--- src/rtl/ft_tx_arbiter_pkg.sv ---
// Shared types and defaults for the FTDI transmit arbiter.
// Holds the state encoding, the source encoding and the default widths.
package ft_tx_arbiter_pkg;

   typedef enum logic [1:0] {
      ST_IDLE,
      ST_IQ_BURST,
      ST_CPU_BURST
   } state_t;

   localparam logic SRC_IQ  = 1'b0;
   localparam logic SRC_CPU = 1'b1;

   localparam int DEF_FT_DATA_WIDTH    = 32;
   localparam int DEF_IQ_PAIR_WIDTH    = 24;
   localparam int DEF_QSTART_BIT_INDEX = 16;
   localparam int DEF_BURST_LEN        = 16;

endpackage

--- src/rtl/ft_tx_arbiter_iq_pack.sv ---
// Combinational packing of an I/Q pair into one FTDI word.
// I goes to the bottom of the word and Q starts at QSTART_BIT_INDEX; all other bits are zero.
module iq_pack
   import ft_tx_arbiter_pkg::*;
#(
   parameter int IQ_PAIR_WIDTH    = DEF_IQ_PAIR_WIDTH,
   parameter int FT_DATA_WIDTH    = DEF_FT_DATA_WIDTH,
   parameter int QSTART_BIT_INDEX = DEF_QSTART_BIT_INDEX
) (
   input  logic [IQ_PAIR_WIDTH-1:0] iq,
   output logic [FT_DATA_WIDTH-1:0] word
);

   localparam int HALF = IQ_PAIR_WIDTH / 2;

   always_comb begin
      word                           = '0;
      word[HALF-1:0]                 = iq[HALF-1:0];
      word[QSTART_BIT_INDEX +: HALF] = iq[IQ_PAIR_WIDTH-1 -: HALF];
   end

endmodule

--- src/rtl/ft_tx_arbiter.sv ---
// Round-robin burst arbiter between the IQ FIFO and the CPU FIFO onto the FTDI write path.
// A single output register is loaded while it is free or being drained, and the granted FIFO is popped in that same cycle.
module ft_tx_arbiter
   import ft_tx_arbiter_pkg::*;
#(
   parameter int FT_DATA_WIDTH    = DEF_FT_DATA_WIDTH,
   parameter int IQ_PAIR_WIDTH    = DEF_IQ_PAIR_WIDTH,
   parameter int QSTART_BIT_INDEX = DEF_QSTART_BIT_INDEX,
   parameter int BURST_LEN        = DEF_BURST_LEN
) (
   input  logic                     clk_i,
   input  logic                     rst_i,
   input  logic                     en_i,
   input  logic [IQ_PAIR_WIDTH-1:0] iq_data_i,
   input  logic                     iq_empty_i,
   output logic                     iq_re_o,
   input  logic [FT_DATA_WIDTH-1:0] cpu_data_i,
   input  logic                     cpu_empty_i,
   output logic                     cpu_re_o,
   output logic [FT_DATA_WIDTH-1:0] ft_data_o,
   output logic                     ft_valid_o,
   input  logic                     ft_ready_i,
   output logic                     ft_src_o,
   output logic                     busy_o
);

   localparam int              CW        = $clog2(BURST_LEN + 1);
   localparam logic [CW-1:0]   CNT_MAX   = CW'(BURST_LEN);
   localparam logic [CW-1:0]   CNT_LAST  = CW'(BURST_LEN - 1);

   state_t                     state;
   logic [CW-1:0]              cnt;
   logic                       last_src;
   logic [FT_DATA_WIDTH-1:0]   iq_word;
   logic                       in_burst;
   logic                       gsrc;
   logic                       g_empty;
   logic                       room;
   logic                       load;

   iq_pack #(
      .IQ_PAIR_WIDTH    (IQ_PAIR_WIDTH),
      .FT_DATA_WIDTH    (FT_DATA_WIDTH),
      .QSTART_BIT_INDEX (QSTART_BIT_INDEX)
   ) u_iq_pack (
      .iq   (iq_data_i),
      .word (iq_word)
   );

   always_comb begin
      in_burst = (state != ST_IDLE);
      gsrc     = (state == ST_CPU_BURST) ? SRC_CPU : SRC_IQ;
      g_empty  = (gsrc == SRC_CPU) ? cpu_empty_i : iq_empty_i;
      room     = !ft_valid_o || ft_ready_i;
      load     = in_burst && !g_empty && (cnt < CNT_MAX) && room;
   end

   assign iq_re_o  = load && (gsrc == SRC_IQ);
   assign cpu_re_o = load && (gsrc == SRC_CPU);
   assign busy_o   = in_burst;

   always_ff @(posedge clk_i or posedge rst_i) begin
      if (rst_i) begin
         state      <= ST_IDLE;
         cnt        <= '0;
         last_src   <= SRC_CPU;
         ft_valid_o <= 1'b0;
         ft_data_o  <= '0;
         ft_src_o   <= SRC_IQ;
      end else begin
         if (load) begin
            ft_valid_o <= 1'b1;
            ft_data_o  <= (gsrc == SRC_CPU) ? cpu_data_i : iq_word;
            ft_src_o   <= gsrc;
            cnt        <= cnt + CW'(1);
         end else if (ft_valid_o && ft_ready_i) begin
            ft_valid_o <= 1'b0;
         end

         // Leaving on the final load keeps the inter-burst gap at exactly one IDLE cycle.
         case (state)
            ST_IDLE: begin
               cnt <= '0;
               if (en_i && !iq_empty_i && (cpu_empty_i || last_src == SRC_CPU))
                  state <= ST_IQ_BURST;
               else if (en_i && !cpu_empty_i)
                  state <= ST_CPU_BURST;
            end
            default: begin
               if ((load && cnt == CNT_LAST) || (room && g_empty) || (cnt >= CNT_MAX)) begin
                  state    <= ST_IDLE;
                  last_src <= gsrc;
               end
            end
         endcase
      end
   end

endmodule
--- config.mk ---
export PLATFORM = sky130hd
export DESIGN_NAME = ft_tx_arbiter
export DESIGN_NICKNAME = d
export VERILOG_FILES = /design/src/rtl/ft_tx_arbiter_pkg.sv /design/src/rtl/ft_tx_arbiter_iq_pack.sv /design/src/rtl/ft_tx_arbiter.sv
export SDC_FILE = /design/constraint.sdc
export NUM_CORES = 1
export LEC_CHECK = 0
export ABC_AREA = 1
export ABC_CLOCK_PERIOD_IN_PS = 3800
export BUFFER_PORTS_ARGS = -buffer_cell sky130_fd_sc_hd__buf_2
export CORE_MARGIN = 2
export CORE_UTILIZATION = 48
export DETAILED_ROUTE_END_ITERATION = 16
export PLACE_DENSITY = 0.85
export SLEW_MARGIN = 0
export SYNTH_ARGS = -nofsm -noshare
export SYNTH_HDL_FRONTEND = slang
export SYNTH_SLANG_ARGS = --single-unit
--- constraint.sdc ---
create_clock -name clk_i -period 3.8 [get_ports clk_i]
set_clock_uncertainty 0.2 [all_clocks]
set_input_delay 0.19 -clock clk_i [delete_from_list [all_inputs] [get_ports clk_i]]
set_output_delay 0.19 -clock clk_i [all_outputs]
set_load 0.1 [all_outputs]
==> metrics, run 1 <==
Routed WL=5.83 mm; via count=2159; Max clock buf depth=2; Slew Limit Fails=0; DIE WIDTH=67.1 um; WP data required=3.83 ns; # setup viols final=0; placed cell areas=2420 um2; global-route wire length before repair=9.35 mm; DRT iter0 DRCs=93; Detail Route Antenna Nets=0; # Max-Cap Violations=0; core area=3740 um2; minimum clock period=2.85 ns; gr usage total=0.283; antenna fix cells=0; Synthesis Warnings=0; Initial Utilization=0.511; CP cell instances=nand2_2 -> nand2_1 -> nand2_1 -> nand3_4 -> nor2_4 -> buf_4 -> nand2_1 -> nand3_1 -> dlygate4sd3_1; status=finished, final reports clean; nets=451; Area contributors post-synth=dfrtp_1 (54%), nand2_1 (22%), nand3_1 (7.3%), inv_1 (2.6%), dfstp_2 (1.4%); postcts setup bufs=0; post-cts gate resize count=0; slew margin rel.=0.648; Clk pin slew, worst setup/hold paths=0.08 ns; largest net degree at the start of global routing=45; antenna violations before repair=0; clk sinks=42; 1st-pass router iterations=4; wire per inst=13.4 um; residual DRC count=0; Yosys reg bits=42; crit path max-delay cell type=dlygate4sd3_1; final worst-path cycle share=0.751; slowest stage delay, CP=0.55 ns; commonest non-fill, non-tap cells in the layout=nand2_1 (110), buf_2 (98), dlygate4sd3_1 (57); worst slew pin tran=0.528 ns; CP Class=reg -> reg; Die Y-Extent=67.1 um; CP Data Arrival Time=2.89 ns; RePlAce Congestion=0.878; post-layout instance area=3070 um2; startpoint types=register; H-tree levels=2; Finished Core Util=0.821; Distinct cells, synth=24; Area growth, synth to finish=60.7%; Setup TNS=0 ns; Hold Path Class=in -> reg; commonest non-fill, non-tap cell in the layout=nand2_1; Congestion Overflow GR=0; Port Buffers=98; IO Pins=99; Synth area leader=dfrtp_1; number of CTS-inserted buffers=5; Post-Syn Instances=231; via density per instance=4.95; Most common cell on crit path=nand2_1; die area=4500 um2; CP Capture Type=register; area share of the largest cell type after synthesis=0.537; buffers and inverters on the worst path=2; endpoints failing hold=0; num rows=22; post-DP HPWL=3.24 mm; Seq/Total Area, Yosys=0.550; highest clock rate=0.350 GHz; CTS tree=built; Avg Inst Size Synth=8.28 um2; Syn Nets=295; worst-path fanout max=44; Syn Std Cell Area=1910 um2; Worst-Skew Late Latency=0.29 ns; layout cells sized above 1=0.291; family with the most delay on the worst path=simple AND/OR/NAND/NOR gates; Root Buffer Master=clkbuf_8; vias in the first global route=2163; unrepaired setup endpoints after global routing=no
cells by family (layout without fill, tap and decap cells):
kind of cell,after synthesis,after routing,synth area share
buf+inv,23,180,0.0609
compound gates,10,10,0.0295
simple gates,152,152,0.337
fa+ha+maj,2,2,0.0131
xor+xnor,2,2,0.00916
flops,42,42,0.550
worst paths after layout:
path,cells after the start,slack (ns),end,start
setup / recovery,9,0.95,ft_data_o[16],state[1]
hold / removal,4,0.06,ft_valid_o,ft_ready_i
setup reg to reg,9,0.95,ft_data_o[16],state[1]
hold reg to reg,2,0.27,last_src,last_src
max in group asynchronous,4,2.68,last_src,rst_i
min in group asynchronous,4,0.37,ft_data_o[5],rst_i
synth_stat cells, drive strengths merged:
cell and count:
nand4 1, o22ai 2, dfrtp 41, inv 14
ha 2, nand3 29, xor2 2, o211ai 1
a21oi 2, a31oi 1, nor3 2, buf 9
nand2 111, dfstp 1, nor2 9, o21ai 4
state kept, by name, indices dropped and copies added, names as in the netlist:
name        count
ft_data_o      32
cnt             5
state           2
ft_src_o        1
ft_valid_o      1
last_src        1
through the flow:
step | setup slack, ns | hold slack, ns | std cells
floorplan | 1.72 | 0.0996 | 231
global placement | 1.58 | 0.142 | 371
detailed placement | 1.53 | 0.131 | 371
CTS | 1.00 | 0.0668 | 436
global route | 0.730 | 0.0881 | 436
finish | 0.946 | 0.0647 | 436
routing by layer:
metal,global-route usage,vias up,share of wire
met2,0.514,108,0.52
met3,0.0743,15,0.059
met5,0,-,0
li1,-,1036,-
met4,0.102,0,0.026
met1,0.318,1000,0.40
layout make-up:
type,instances,area (um2)
clock buffer,8,80.1
fill,221,672
inverter,14,52.6
multi-input combinational,166,743
sequential,42,1050
tap,48,60.1
timing repair buffer,158,1080
worst reg2reg max path: cells and delay by family, from the launching register on:
family | cells | cell delay (ns)
buffers and inverters | 2 | 0.90
DFF | 1 | 0.43
and+or+nand+nor | 7 | 1.27
repair_timing:
action	4_1_cts	5_1_grt
hold buffers	57	0
endpoints found under the hold margin	73	0
endpoints found under the setup margin	0	0
Power of run 1 is left out: the tool's default activity adds up to more than one toggle a clock period on the data nets, which glitch-free logic cannot reach.
==> inputs of run 2 (changes only) <==
- ABC_CLOCK_PERIOD_IN_PS: 3800 -> 3000
- CORE_UTILIZATION: 48 -> 45
- PLACE_DENSITY: 0.85 -> 0.81
- clock period: 3.8 -> 3 ns (I/O delays scaled with it)
==> metrics, run 2 (same netlist as run 1, synthesis figures left out) <==
largest net degree at the start of global routing=32 (-29%); family with the most delay on the worst path=simple AND/OR/NAND/NOR gates; highest clock rate=0.366 GHz (+4.4%); via density per instance=5.03 (+1.5%); buffers and inverters on the worst path=2 (unchanged); slew margin rel.=0.268 (-0.380); number of CTS-inserted buffers=5 (unchanged); Worst-Skew Late Latency=0.30 ns (about the same); CP Capture Type=register; commonest non-fill, non-tap cell in the layout=nand2_1; endpoints failing hold=0 (unchanged); Most common cell on crit path=nand2_1; Setup TNS=0 ns (unchanged); nets=452 (+0.22%); CTS tree=built; WP data required=3.04 ns (-0.79 ns); clk sinks=42 (unchanged); worst slew pin tran=1.09 ns (+0.563 ns); Hold Path Class=in -> reg; Port Buffers=98 (unchanged); # Max-Cap Violations=0 (unchanged); Largest register FFs=32 (unchanged); # setup viols final=0 (unchanged); top flop regs=ft_data_o x32, cnt x5, state x2; Biggest register=ft_data_o; residual DRC count=0 (unchanged); num rows=23 (+4.5%); vias in the first global route=2267 (+4.8%); global-route wire length before repair=10.1 mm (+8.5%); Routed WL=6.21 mm (+6.6%); worst-path fanout max=27 (-39%); CP cell instances=nand2_2 -> nand2_1 -> nand2_1 -> nand3_4 -> nor2_4 -> buf_4 -> nand2_1 -> nand3_1 -> dlygate4sd3_1; 1st-pass router iterations=5 (+1); IO Pins=99 (unchanged); Slew Limit Fails=0 (unchanged); CP Data Arrival Time=2.77 ns (-0.12 ns); slowest stage delay, CP=0.55 ns (about the same); minimum clock period=2.73 ns (-0.120 ns); layout cells sized above 1=0.296 (+0.00439); Area growth, synth to finish=63.5%; via count=2211 (+2.4%); Initial Utilization=0.471 (-0.0395); DRT iter0 DRCs=137 (+47%); core area=4060 um2 (+8.4%); unrepaired setup endpoints after global routing=no; Max clock buf depth=2 (unchanged); die area=4790 um2 (+6.3%); Clk pin slew, worst setup/hold paths=0.08 ns (about the same); post-DP HPWL=3.37 mm (+4.0%); Detail Route Antenna Nets=0 (unchanged); Root Buffer Master=clkbuf_8; CP Class=reg -> reg; RePlAce Congestion=0.842 (-4.0%); Congestion Overflow GR=0 (unchanged); wire per inst=14.1 um (+5.6%); H-tree levels=2 (unchanged); status=finished, final reports clean; antenna violations before repair=0 (unchanged); gr usage total=0.266 (-0.0170); crit path max-delay cell type=dlygate4sd3_1; Die Y-Extent=69.2 um (+3.1%); DIE WIDTH=69.2 um (+3.1%); commonest non-fill, non-tap cells in the layout=nand2_1 (110), buf_2 (97), dlygate4sd3_1 (57); final worst-path cycle share=0.912 (+0.160); startpoint types=register
-- run 2: tightest hold or removal path: stages --
cell and delay (ns):
buf_2 0.11, o211ai_1 0.11, o22ai_1 0.09
-- run 2: stage by stage --
step	instance area, um2	util	std cells	hold WS [ns]	setup slack, ns
after floorplan	1910	-	231	0.0596	0.917
after global placement	2450	0.603	374	0.122	0.965
after detailed placement	2450	0.603	374	0.132	0.882
after CTS	3120	0.770	439	0.00234	0.339
after global routing	3120	0.770	439	0.0317	0.103
final	3130	0.770	440	0.0101	0.265
-- run 2: path summary, 6_finish.rpt --
kind                                 end     start  slack, ns  cells past startpoint
setup reg to reg            ft_data_o[5]  state[1]       0.27                      9
setup / recovery            ft_data_o[5]  state[1]       0.27                      9
min in group asynchronous   ft_data_o[4]     rst_i       0.34                      3
max in group asynchronous  ft_data_o[13]     rst_i       1.58                      4
hold reg to reg                 last_src  last_src       0.27                      2
hold / removal                  state[0]      en_i       0.01                      3
-- run 2: layer usage --
layer  up-vias  global-route usage  wire, um
met5         -                   0         0
met4         0               0.146       234
met3        24              0.0581       346
met2       102               0.474      3410
met1      1048               0.293      2220
li1       1037                   -         -
-- run 2: final cells by class --
cell class | instances | area [um2]
timing repair buffer | 159 | 1110
tap | 50 | 62.6
multi-input combinational | 166 | 743
clock buffer | 7 | 76.3
inverter | 14 | 52.6
sequential | 42 | 1050
clock inverter | 1 | 30.0
fill | 247 | 932
antenna | 1 | 2.50
-- run 2: timing repair --
action / CTS / global route
setup buffers: 0 / 0
hold endpoints to repair: 61 / 0
hold buffers: 57 / 0
resized for setup: 0 / 0
Power of run 2 is left out for the same reason.
==> inputs of run 3 (changes only) <==
- CORE_UTILIZATION: 45 -> 47
- PLACE_DENSITY: 0.81 -> 0.8
- SYNTH_HIERARCHICAL: unset -> 1
==> metrics, run 3 <==
status=finished, final reports clean; via count=2176 (-1.6%); DRT met1 WL=2.29 mm (+3.2%); Register Area=1050 um2 (unchanged); commonest non-fill, non-tap cell in the layout=nand2_1; number of CTS-inserted buffers=5 (unchanged); Area contributors post-synth=dfrtp_1 (46%), nand2_1 (18%), buf_4 (11%), nand3_1 (8.0%), buf_6 (3.5%); Primary FF master, synth=dfrtp_1; Hold Path Class=in -> reg; highest clock rate=0.393 GHz (+7.4%); Yosys reg bits=42 (unchanged); # setup viols final=0 (unchanged); nets=468 (+3.5%); Max clock buf depth=2 (unchanged); via density per instance=4.74 (-5.7%); die area=5370 um2 (+12%); uppermost routed layer=met4; Congestion Overflow GR=0 (unchanged); startpoint types=register; # Max-Cap Violations=0 (unchanged); core area=4660 um2 (+15%); Seq/Total Area, Yosys=0.467 (-0.0837); DIE WIDTH=73.3 um (+5.9%); Synthesis Warnings=6 (+6); asr flop ratio synth=1.00 (unchanged); vias in the first global route=2117 (-6.6%); Syn Std Cell Area=2250 um2 (+18%); Die Y-Extent=73.3 um (+5.9%); minimum clock period=2.55 ns (-0.188 ns); Post-Syn Instances=272 (+18%); Setup TNS=0 ns (unchanged); unrepaired setup endpoints after global routing=no; global-route wire length before repair=9.33 mm (-8.0%); met2 wire len=2.83 mm (-17%); slew margin rel.=0.420 (+0.152); slowest stage delay, CP=0.55 ns (about the same); Filler cells=352 (+43%); Area growth, synth to finish=42.2%; Synth area leader=dfrtp_1; Clk pin slew, worst setup/hold paths=0.08 ns (about the same); clk sinks=42 (unchanged); CP Capture Type=register; gr usage total=0.226 (-0.0406); Routed WL=5.71 mm (-8.1%); Synth top cells by count=nand2_1 (110), dfrtp_1 (41), nand3_1 (36); Slew Limit Fails=0 (unchanged); layout cells sized above 1=0.291 (-0.00427); Avg Inst Size Synth=8.29 um2 (+0.16%); antenna violations before repair=0 (unchanged); residual DRC count=0 (unchanged); wire per inst=12.4 um (-12%); Root Buffer Master=clkbuf_8; CP Data Arrival Time=2.58 ns (-0.19 ns); Port Buffers=98 (unchanged); worst slew pin tran=0.865 ns (-0.226 ns); crit path max-delay cell type=dlygate4sd3_1; CP Class=reg -> reg; buffers and inverters on the worst path=2 (unchanged); endpoints failing hold=0 (unchanged); multi-input logic area=846 um2 (+14%); Detail Route Antenna Nets=0 (unchanged); H-tree levels=2 (unchanged); area share of the largest cell type after synthesis=0.455 (-0.0816); CP cell instances=nand2_4 -> nand2_1 -> nand2_2 -> nand3_4 -> nor2_8 -> buf_4 -> nand2_1 -> nand3_1 -> dlygate4sd3_1; 1st-pass router iterations=4 (-1); Biggest register=ft_data_o; Initial Utilization=0.484 (+0.0126); met3 routed WL=444 um (+28%); Distinct cells, synth=26 (+8.3%); Most common cell on crit path=nand2_1; DRT iter0 DRCs=132 (-3.6%); CTS tree=built; most numerous cell in the Yosys netlist=nand2_1; RePlAce Congestion=0.932 (+11%); largest net degree at the start of global routing=33 (+3.1%); EDFF count, synth=0 (unchanged); top flop regs=ft_data_o x32, cnt x5, state x2; Worst-Skew Late Latency=0.29 ns (about the same); worst-path fanout max=26 (-3.7%); post-cts gate resize count=0 (unchanged); num rows=25 (+8.7%); WP data required=3.03 ns (about the same); commonest non-fill, non-tap cells in the layout=nand2_1 (110), buf_2 (98), dlygate4sd3_1 (58); antenna fix cells=0 (-1); post-DP HPWL=3.48 mm (+3.2%); Largest register FFs=32 (unchanged); family with the most delay on the worst path=simple AND/OR/NAND/NOR gates; final worst-path cycle share=0.849 (-0.0625); IO Pins=99 (unchanged)
## run 3: cell types whose count changed in the layout (fill, tap and decap cells not counted), moves of 2 or more
| cell | delta |
|---|---|
| conb_1 | +8 |
| nor2_8 | +2 |
| nand3_1 | +8 |
| nor2_1 | -2 |
## run 3: metal layers
layer,vias to the layer above,track usage
met3,20,0.0686
met4,0,0.0823
met5,-,0
met1,989,0.277
met2,91,0.375
li1,1076,-
## run 3: cells by family after synthesis
group / count (synthesis) / share of synthesized area
other cells: 1 / 0.00166
compound gates: 10 / 0.0250
buf+inv: 55 / 0.170
fa+ha+maj: 2 / 0.0111
simple gates: 160 / 0.318
xor+xnor: 2 / 0.00777
flops: 42 / 0.467
## run 3: worst reg2reg max path: stages (launching register included)
cell	delay, ns
dfrtp_1	0.46
nand2_4	0.15
nand2_1	0.07
nand2_2	0.08
nand3_4	0.22
nor2_8	0.23
buf_4	0.31
nand2_1	0.12
nand3_1	0.09
dlygate4sd3_1	0.55
## run 3: metrics by stage
| step | cell area [um2] | util | setup slack, ns | hold WS (ns) | std cells |
|---|---|---|---|---|---|
| global placement | 2530 | 0.544 | 1.02 | 0.0573 | 393 |
| floorplan | 2280 | - | 0.880 | 0.0699 | 279 |
| finish | 3210 | 0.688 | 0.453 | 0.0485 | 459 |
| CTS | 3210 | 0.688 | 0.485 | 0.0314 | 459 |
| detailed placement | 2530 | 0.544 | 0.991 | 0.0584 | 393 |
| global route | 3210 | 0.688 | 0.314 | 0.0641 | 459 |
## run 3: path summary, 6_finish.rpt
check | depth (start not counted) | startpoint | endpoint | slack (ns)
setup / recovery | 9 | state[1] | ft_data_o[10] | 0.45
setup reg to reg | 9 | state[1] | ft_data_o[10] | 0.45
hold / removal | 4 | ft_ready_i | ft_valid_o | 0.05
min in group asynchronous | 3 | rst_i | cnt[4] | 0.27
max in group asynchronous | 4 | rst_i | ft_data_o[28] | 1.65
hold reg to reg | 2 | last_src | last_src | 0.26
## run 3: timing repair
action                                  4_1_cts  5_1_grt
hold endpoints to repair                     55        0
hold buffers                                 58        0
endpoints found under the setup margin        0        0
setup buffers                                 0        0
## run 3: final cells by class
class	instances	area share
Clock buffer	7	0.0269
Clock inverter	1	0.00156
Inverter	13	0.0152
Multi-Input combinational cell	182	0.264
Sequential cell	42	0.328
Tap cell	54	0.0211
Timing Repair Buffer	160	0.343
Power of run 3 is left out for the same reason.
